==> src/rtl/coeff_frame_ctrl.sv <==
// rtl/coeff_frame_ctrl.sv - CPU-programmable FIR coefficient bank with frame-synchronous commit
`timescale 1ns/1ps

module coeff_frame_ctrl #(
  parameter int          NUM_COEFF  = 9,
  parameter logic [15:0] CENTER_RST = 16'h0100
) (
  input  logic                      clk,
  input  logic                      rst,
  input  logic                      axi_wr_strobe_i,
  input  logic                      axi_rd_strobe_i,
  output logic                      axi_wr_ack_o,
  output logic                      axi_rd_ack_o,
  input  logic [15:0]               fir_addr_from_axi,
  input  logic [15:0]               fir_coeff_from_axi,
  output logic [15:0]               hist_bin_to_axi,
  input  logic                      vs_i,
  output logic [7:0]                hist_rd_addr_o,
  input  logic [15:0]               hist_rd_data_i,
  output logic [16*NUM_COEFF-1:0]   coeff_o,
  output logic                      commit_pulse_o
);

  localparam int          IDX_W  = (NUM_COEFF > 1) ? $clog2(NUM_COEFF) : 1;
  localparam int          CENTER = NUM_COEFF / 2;
  localparam logic [15:0] NC16   = 16'(NUM_COEFF);

  typedef enum logic [2:0] {
    S_IDLE,
    S_WR,
    S_RD_REQ,
    S_RD_WAIT,
    S_ACK
  } state_t;

  state_t                  r_state;
  logic                    r_wr_meta, r_wr_sync;
  logic                    r_rd_meta, r_rd_sync;
  logic                    r_is_wr;
  logic [15:0]             r_addr;
  logic [15:0]             r_data;
  logic [15:0]             r_shadow [NUM_COEFF];
  logic [16*NUM_COEFF-1:0] r_coeff;
  logic                    r_pending;
  logic                    r_vs_d;
  logic                    r_commit_pulse;
  logic                    r_wr_ack, r_rd_ack;
  logic [7:0]              r_hist_addr;
  logic [15:0]             r_rd_data;

  logic                    w_in_bank;
  logic                    w_in_hist;
  logic [IDX_W-1:0]        w_idx;
  logic                    w_vs_rise;
  logic                    w_ack_strobe;
  logic [15:0]             w_rd_mux;

  assign w_in_bank    = (r_addr < NC16);
  assign w_in_hist    = (r_addr[15:8] == 8'h01);
  assign w_idx        = r_addr[IDX_W-1:0];
  assign w_vs_rise    = vs_i & ~r_vs_d;
  assign w_ack_strobe = r_is_wr ? r_wr_sync : r_rd_sync;

  // Histogram data is already valid in RD_WAIT, one cycle after the address went out.
  always_comb begin
    w_rd_mux = 16'h0000;
    if (w_in_bank)
      w_rd_mux = r_shadow[w_idx];
    else if (w_in_hist)
      w_rd_mux = hist_rd_data_i;
    else if (r_addr == 16'h0201)
      w_rd_mux = {15'b0, r_pending};
  end

  always_ff @(posedge clk or posedge rst) begin
    if (rst) begin
      r_state        <= S_IDLE;
      r_wr_meta      <= 1'b0;
      r_wr_sync      <= 1'b0;
      r_rd_meta      <= 1'b0;
      r_rd_sync      <= 1'b0;
      r_is_wr        <= 1'b0;
      r_addr         <= 16'h0000;
      r_data         <= 16'h0000;
      r_pending      <= 1'b0;
      r_vs_d         <= 1'b0;
      r_commit_pulse <= 1'b0;
      r_wr_ack       <= 1'b0;
      r_rd_ack       <= 1'b0;
      r_hist_addr    <= 8'h00;
      r_rd_data      <= 16'h0000;
      for (int i = 0; i < NUM_COEFF; i++) begin
        r_shadow[i]         <= (i == CENTER) ? CENTER_RST : 16'h0000;
        r_coeff[i*16 +: 16] <= (i == CENTER) ? CENTER_RST : 16'h0000;
      end
    end else begin
      r_wr_meta      <= axi_wr_strobe_i;
      r_wr_sync      <= r_wr_meta;
      r_rd_meta      <= axi_rd_strobe_i;
      r_rd_sync      <= r_rd_meta;
      r_vs_d         <= vs_i;
      r_commit_pulse <= 1'b0;

      // Copy uses the shadow as it stood before any write landing this same cycle.
      if (w_vs_rise && r_pending) begin
        for (int i = 0; i < NUM_COEFF; i++)
          r_coeff[i*16 +: 16] <= r_shadow[i];
        r_pending      <= 1'b0;
        r_commit_pulse <= 1'b1;
      end

      case (r_state)
        S_IDLE: begin
          if (r_wr_sync) begin
            r_addr  <= fir_addr_from_axi;
            r_data  <= fir_coeff_from_axi;
            r_is_wr <= 1'b1;
            r_state <= S_WR;
          end else if (r_rd_sync) begin
            r_addr      <= fir_addr_from_axi;
            r_data      <= fir_coeff_from_axi;
            r_is_wr     <= 1'b0;
            r_hist_addr <= fir_addr_from_axi[7:0];
            r_state     <= S_RD_REQ;
          end
        end
        S_WR: begin
          // A commit request set here overrides a clear from a coinciding vs edge.
          if (w_in_bank)
            r_shadow[w_idx] <= r_data;
          else if (r_addr == 16'h0200 && r_data[0])
            r_pending <= 1'b1;
          r_wr_ack <= 1'b1;
          r_state  <= S_ACK;
        end
        S_RD_REQ: begin
          r_state <= S_RD_WAIT;
        end
        S_RD_WAIT: begin
          r_rd_data <= w_rd_mux;
          r_rd_ack  <= 1'b1;
          r_state   <= S_ACK;
        end
        S_ACK: begin
          if (!w_ack_strobe) begin
            r_wr_ack <= 1'b0;
            r_rd_ack <= 1'b0;
            r_state  <= S_IDLE;
          end
        end
        default: r_state <= S_IDLE;
      endcase
    end
  end

  assign axi_wr_ack_o    = r_wr_ack;
  assign axi_rd_ack_o    = r_rd_ack;
  assign hist_bin_to_axi = r_rd_data;
  assign hist_rd_addr_o  = r_hist_addr;
  assign coeff_o         = r_coeff;
  assign commit_pulse_o  = r_commit_pulse;

endmodule

==> config.mk <==
export PLATFORM = sky130hd
export DESIGN_NAME = coeff_frame_ctrl
export DESIGN_NICKNAME = d
export VERILOG_FILES = /design/src/rtl/coeff_frame_ctrl.sv
export SDC_FILE = /design/constraint.sdc
export NUM_CORES = 1
export LEC_CHECK = 0
export CAP_MARGIN = 20
export CORE_MARGIN = 2
export CORE_UTILIZATION = 40
export CTS_CLUSTER_SIZE = 30
export DETAILED_ROUTE_END_ITERATION = 8
export HOLD_SLACK_MARGIN = 0.03
export MAX_ROUTING_LAYER = met4
export PLACE_DENSITY = 0.67
export SYNTH_ARGS = -nofsm -noshare
export SYNTH_HDL_FRONTEND = slang
export SYNTH_SLANG_ARGS = --single-unit
==> constraint.sdc <==
create_clock -name clk -period 29.7 [get_ports clk]
set_clock_uncertainty 0.1 [all_clocks]
set_input_delay 5.94 -clock clk [delete_from_list [all_inputs] [get_ports clk]]
set_output_delay 5.94 -clock clk [all_outputs]
set_load 0.01 [all_outputs]
==> Word-level counts from Yosys, hierarchy flattened <==
Index checks and enable logic that the tools add are counted.
{ "op_classes": {"n_eq_ne": 9, "magnitude_cmp": 3, "bitwise_logic": 4, "reduce_logical": 14, "muxes": 28} }
{ "op_table": {"columns": ["operator", "n"], "rows": [
  ["$bwmux W144", 1],
  ["$mux W16", 9],
  ["$bmux W16 S4", 1],
  ["$demux W16 S4", 1],
  ["$eq A16 B10 Y1 const B", 2],
  ["$lt A16 B4 Y1 const B", 1],
  ["$pmux W3 S4", 1],
  ["$mux W1", 10],
  ["$reduce_and A2 Y1", 5],
  ["$mux W3", 3],
  ["$eq A8 B1 Y1 const B", 1],
  ["$eq A3 B2 Y1 const B", 2],
  ["$reduce_bool A2 Y1", 3],
  ["$ge A5 B5 Y1 const B", 1],
  ["$lt A5 B1 Y1 const B", 1],
  ["$not A4 Y5", 1],
  ["$pmux W1 S2", 2],
  ["$eq A3 B1 Y1 const B", 1],
  ["$eq A3 B3 Y1 const B", 1],
  ["$logic_and A1 B1 Y1", 3],
  ["$logic_not A3 Y1", 1],
  ["$ne A3 B3 Y1 const B", 1],
  ["$reduce_and A3 Y1", 1],
  ["$ne A2 B2 Y1 const B", 1],
  ["other kinds (3)", 4]
]} }
{ "word_totals": {"ff_bits": 357, "output_inout_bits": 171, "elab_cells": 83} }

==> Depth between registers and ports, before layout <==
{ "logic_depth": {"word_depth": 7, "depth_mapped": 8} }

==> Worst setup path after synthesis <==
No wires, ideal clock.
{ "synth_path": {"path_type": "input-to-reg", "from": "in vs_i", "to": "reg r_coeff[100], in the netlist coeff_o[100]", "required_time_ps": 29535, "arrival_ps": 6998, "path_buffers": 3, "setup_ps": 65, "path_stages": 7, "setup_slack_ps": 22536, "path_cell_list": "nand3b_1 clkbuf_1 inv_2 clkbuf_1 buf_1 nand2_1 nand2_1"} }
{ "synth_via": {"elab_chain_cells": 2} }
{ "synth_lines": {"columns": ["item", "line_no", "rtl"], "rows": [
  ["start: declaration", "17", "input logic vs_i,"],
  ["$and A1 B1 Y1", "61", "assign w_vs_rise = vs_i & ~r_vs_d;"],
  ["$logic_and A1 B1 Y1", "105", "if (w_vs_rise && r_pending) begin"],
  ["end signal: indexed assignment", "94", "r_coeff[i*16 +: 16] <= (i == CENTER) ? CENTER_RST : 16'h0000;"],
  ["end signal: indexed assignment", "107", "r_coeff[i*16 +: 16] <= r_shadow[i];"],
  ["end: declaration", "43", "logic [16*NUM_COEFF-1:0] r_coeff;"]
]} }
Every way passes these cells.
A chain may end at the register's enable or synchronous reset.

==> flow_summary.yaml <==
cts:
  numCtsBuffers: 39
  clkSinkCount: 357
  clockBufferDepth: 3
  cts_tree: "done"
  h-tree-depth: 2
  postCtsSetupRepairBufs: 0
  cts.clk_slew.worst_paths_ns: 0.06
  insertion_delay_ns: 0.51
  cts-root-buf: "clkbuf_16"
  ctsHoldBuffers: 0
  cts_resized: 0
sta:
  finalMaxSlewViolations: 0
  relSlewSlack_pct: 23.05
  tns_ns: 0
  fin_crit_ns: 8.007
  hold_viol: 0
  max_slew.worst_pin.slew_ns: 1.154
  finalCritPeriodShare_pct: 26.96
  fmax_ghz: 0.1249
  rsz0062_at_grt: "no"
  setup_ws_ns: 21.69
  setup_viol: 0
drt:
  drtIter0Drc: 636
  firstDrtPassIters: 6
  vias: 10130
  drt-total-wl_um: 39620
  drt_drc_violations_left: 0
  avgRoutedWirePerCell_um: 20.24
  ant_nets: 0
  via_per_inst: 5.175
placement:
  dp.final_hpwl_um: 26260
  gp_congestion: 0.8453
  port_buffers: 223
  pre_cts_ws_ns: 20.33
  placed_cells: 1882
logic_synthesis:
  synth_cells: 1262
  synth-seq-cells: 357
  yosysWarnings: 0
  synth_cell_types: 44
  netlist_area_um2: 14780
  avgSynthCellArea_um2: 11.71
  synth_fp_nets: 1315
  ys_seq_area_share_pct: 60.48
critical_path:
  cp-start-kind: "input pin"
  cp-end-kind: "async pin"
  required_ns: 30.06
  critPathKind: "in2async"
  crit_path_cell_trace: "clkdlybuf4s50_1 -> inv_8 -> buf_4 -> buf_4"
  arrival_ns: 8.37
  critPathMaxStageDelay_ns: 0.76
  slowest_stage: "buf_4"
  cp_common_cell: "buf_4"
  cp_max_fo: 139
global_route:
  grt_pass1_wl_um: 61820
  antenna_found_initial: 3
  gr-total-overflow: 0
  grt_usage_pct: 21.51
  grt_max_degree: 140
  grt_pass1_vias: 10540
die:
  core_area_um2: 36520
  die_h_um: 196.2
  start_util_pct: 40.46
  rows: 70
  design.portCount: 224
  dieArea_um2: 38490
  dieWidth_um: 196.2
cells_and_area:
  finalNetCount: 1511
  drive_gt1_share_pct: 20.52
  mostFrequentLayoutCell: "nand2_1"
  final_util_pct: 51.19
  fill_cells: 3242
  stdcell_count: 1957
  multi_input_area_um2: 5420
  final_cell_mix: "nand2_1 (464), dfrtp_1 (353), clkdlybuf4s50_1 (223)"
  seq_area_um2: 8939
  syn2layout_area_growth_pct: 26.54
run:
  cap_violations: 0
power:
  p_total_mw: 1.318
  leakagePower_nw: 9.111
  cellPowerDensity_nw_per_um2: 70.49
  max-vdd-ir-drop_mv: 0.04281
status:
  status: "completed"
hold_path:
  hold_class: "reg2reg"
-- stage by stage --
stage / hold WS, ns / area, µm²
3_3_place_gp: 0.2332 / 17350
2_1_floorplan: 0.2312 / 14780
5_1_grt: 0.2498 / 18700
4_1_cts: 0.2479 / 18620
6_report: 0.2467 / 18700
3_5_place_dp: 0.2347 / 17350
-- state kept, by name (all words and copies together) (netlist names) --
register / count
r_vs_d: 1
r_is_wr: 1
r_rd_sync: 1
r_shadow: 144
r_pending: 1
r_addr: 16
r_wr_meta: 1
hist_rd_addr_o: 8
hist_bin_to_axi: 16
r_data: 16
axi_rd_ack_o: 1
axi_wr_ack_o: 1
commit_pulse_o: 1
r_state: 3
r_rd_meta: 1
coeff_o: 144
r_wr_sync: 1
-- synth_stat cells, drive strengths merged --
cell     instances  area share, %
nor2             9           0.31
o22ai            1          0.042
and2             1          0.042
mux4            32            4.9
nand2b           1          0.042
a22o             2           0.12
o211ai           1          0.051
a21o             1          0.051
nand3b           2           0.10
or3              3           0.13
nand4            2          0.085
o2111ai          1          0.059
mux2           181             14
a2111oi          1          0.059
nor3             6           0.27
nand2          464             12
mux2i            1          0.068
o21ai            4           0.14
o31ai            1          0.051
dfrtp          355             60
o21a             2           0.10
buf             48            1.6
or4b             2           0.16
and4             1          0.059
dfstp            2           0.36
a21oi           65            2.2
a222oi          15            1.0
inv              8           0.20
nand3            1          0.068
nor4             4           0.31
nor2b            4           0.17
clkbuf          41            1.0
-- report_power, final --
group          leakage [nW]  switching, mW  internal, mW
logic                  3.63          0.109         0.114
clock network         0.620          0.188         0.290
registers              4.86         0.0870         0.530
total                  9.11          0.384         0.934
-- critical path, delay by kind of cell --
kind | cells | cell delay (ns)
buffers and inverters | 4 | 2.34
-- cells by family (layout without fill, tap and decap cells) --
kind of cell           count (synthesis)  after routing  synth area share, %
other                                  0              3                    0
and+or+nand+nor                      500            500                13.54
buffers and inverters                 97            321                2.845
AOI/OAI and AO/OA                     94             94                3.887
muxes                                214            214                19.25
DFF                                  357            357                60.48
-- final timing paths --
| path | start | endpoint | slack, ns | cells past startpoint |
|---|---|---|---|---|
| setup reg to reg | r_addr[0] | r_shadow[115] | 26.66 | 4 |
| max in group clk | vs_i | coeff_o[14] | 21.72 | 6 |
| setup / recovery | rst | r_addr[0] | 21.69 | 4 |
| hold / removal | r_wr_meta | r_wr_sync | 0.25 | 0 |
| min in group asynchronous | rst | coeff_o[7] | 5.93 | 2 |
| hold reg to reg | r_wr_meta | r_wr_sync | 0.25 | 0 |
-- per-layer routing --
layer / vias up / GRT usage (%) / part of all wire, %
met5: - / - / 0
met2: 271 / 34.55 / 49
met1: 5160 / 28.22 / 43
li1: 4643 / - / -
met3: 54 / 4.556 / 5.6
met4: 0 / 4.966 / 2.2
-- final cells by class --
| type | instances | share of cell area (%) |
|---|---|---|
| timing repair buffer | 244 | 13.04 |
| inverter | 8 | 0.2141 |
| tap | 468 | 3.132 |
| clock inverter | 5 | 0.4015 |
| clock buffer | 64 | 6.378 |
| multi-input combinational | 808 | 28.99 |
| antenna | 3 | 0.04015 |
| sequential | 357 | 47.81 |
Note: power is estimated with default switching activity, not from simulation.
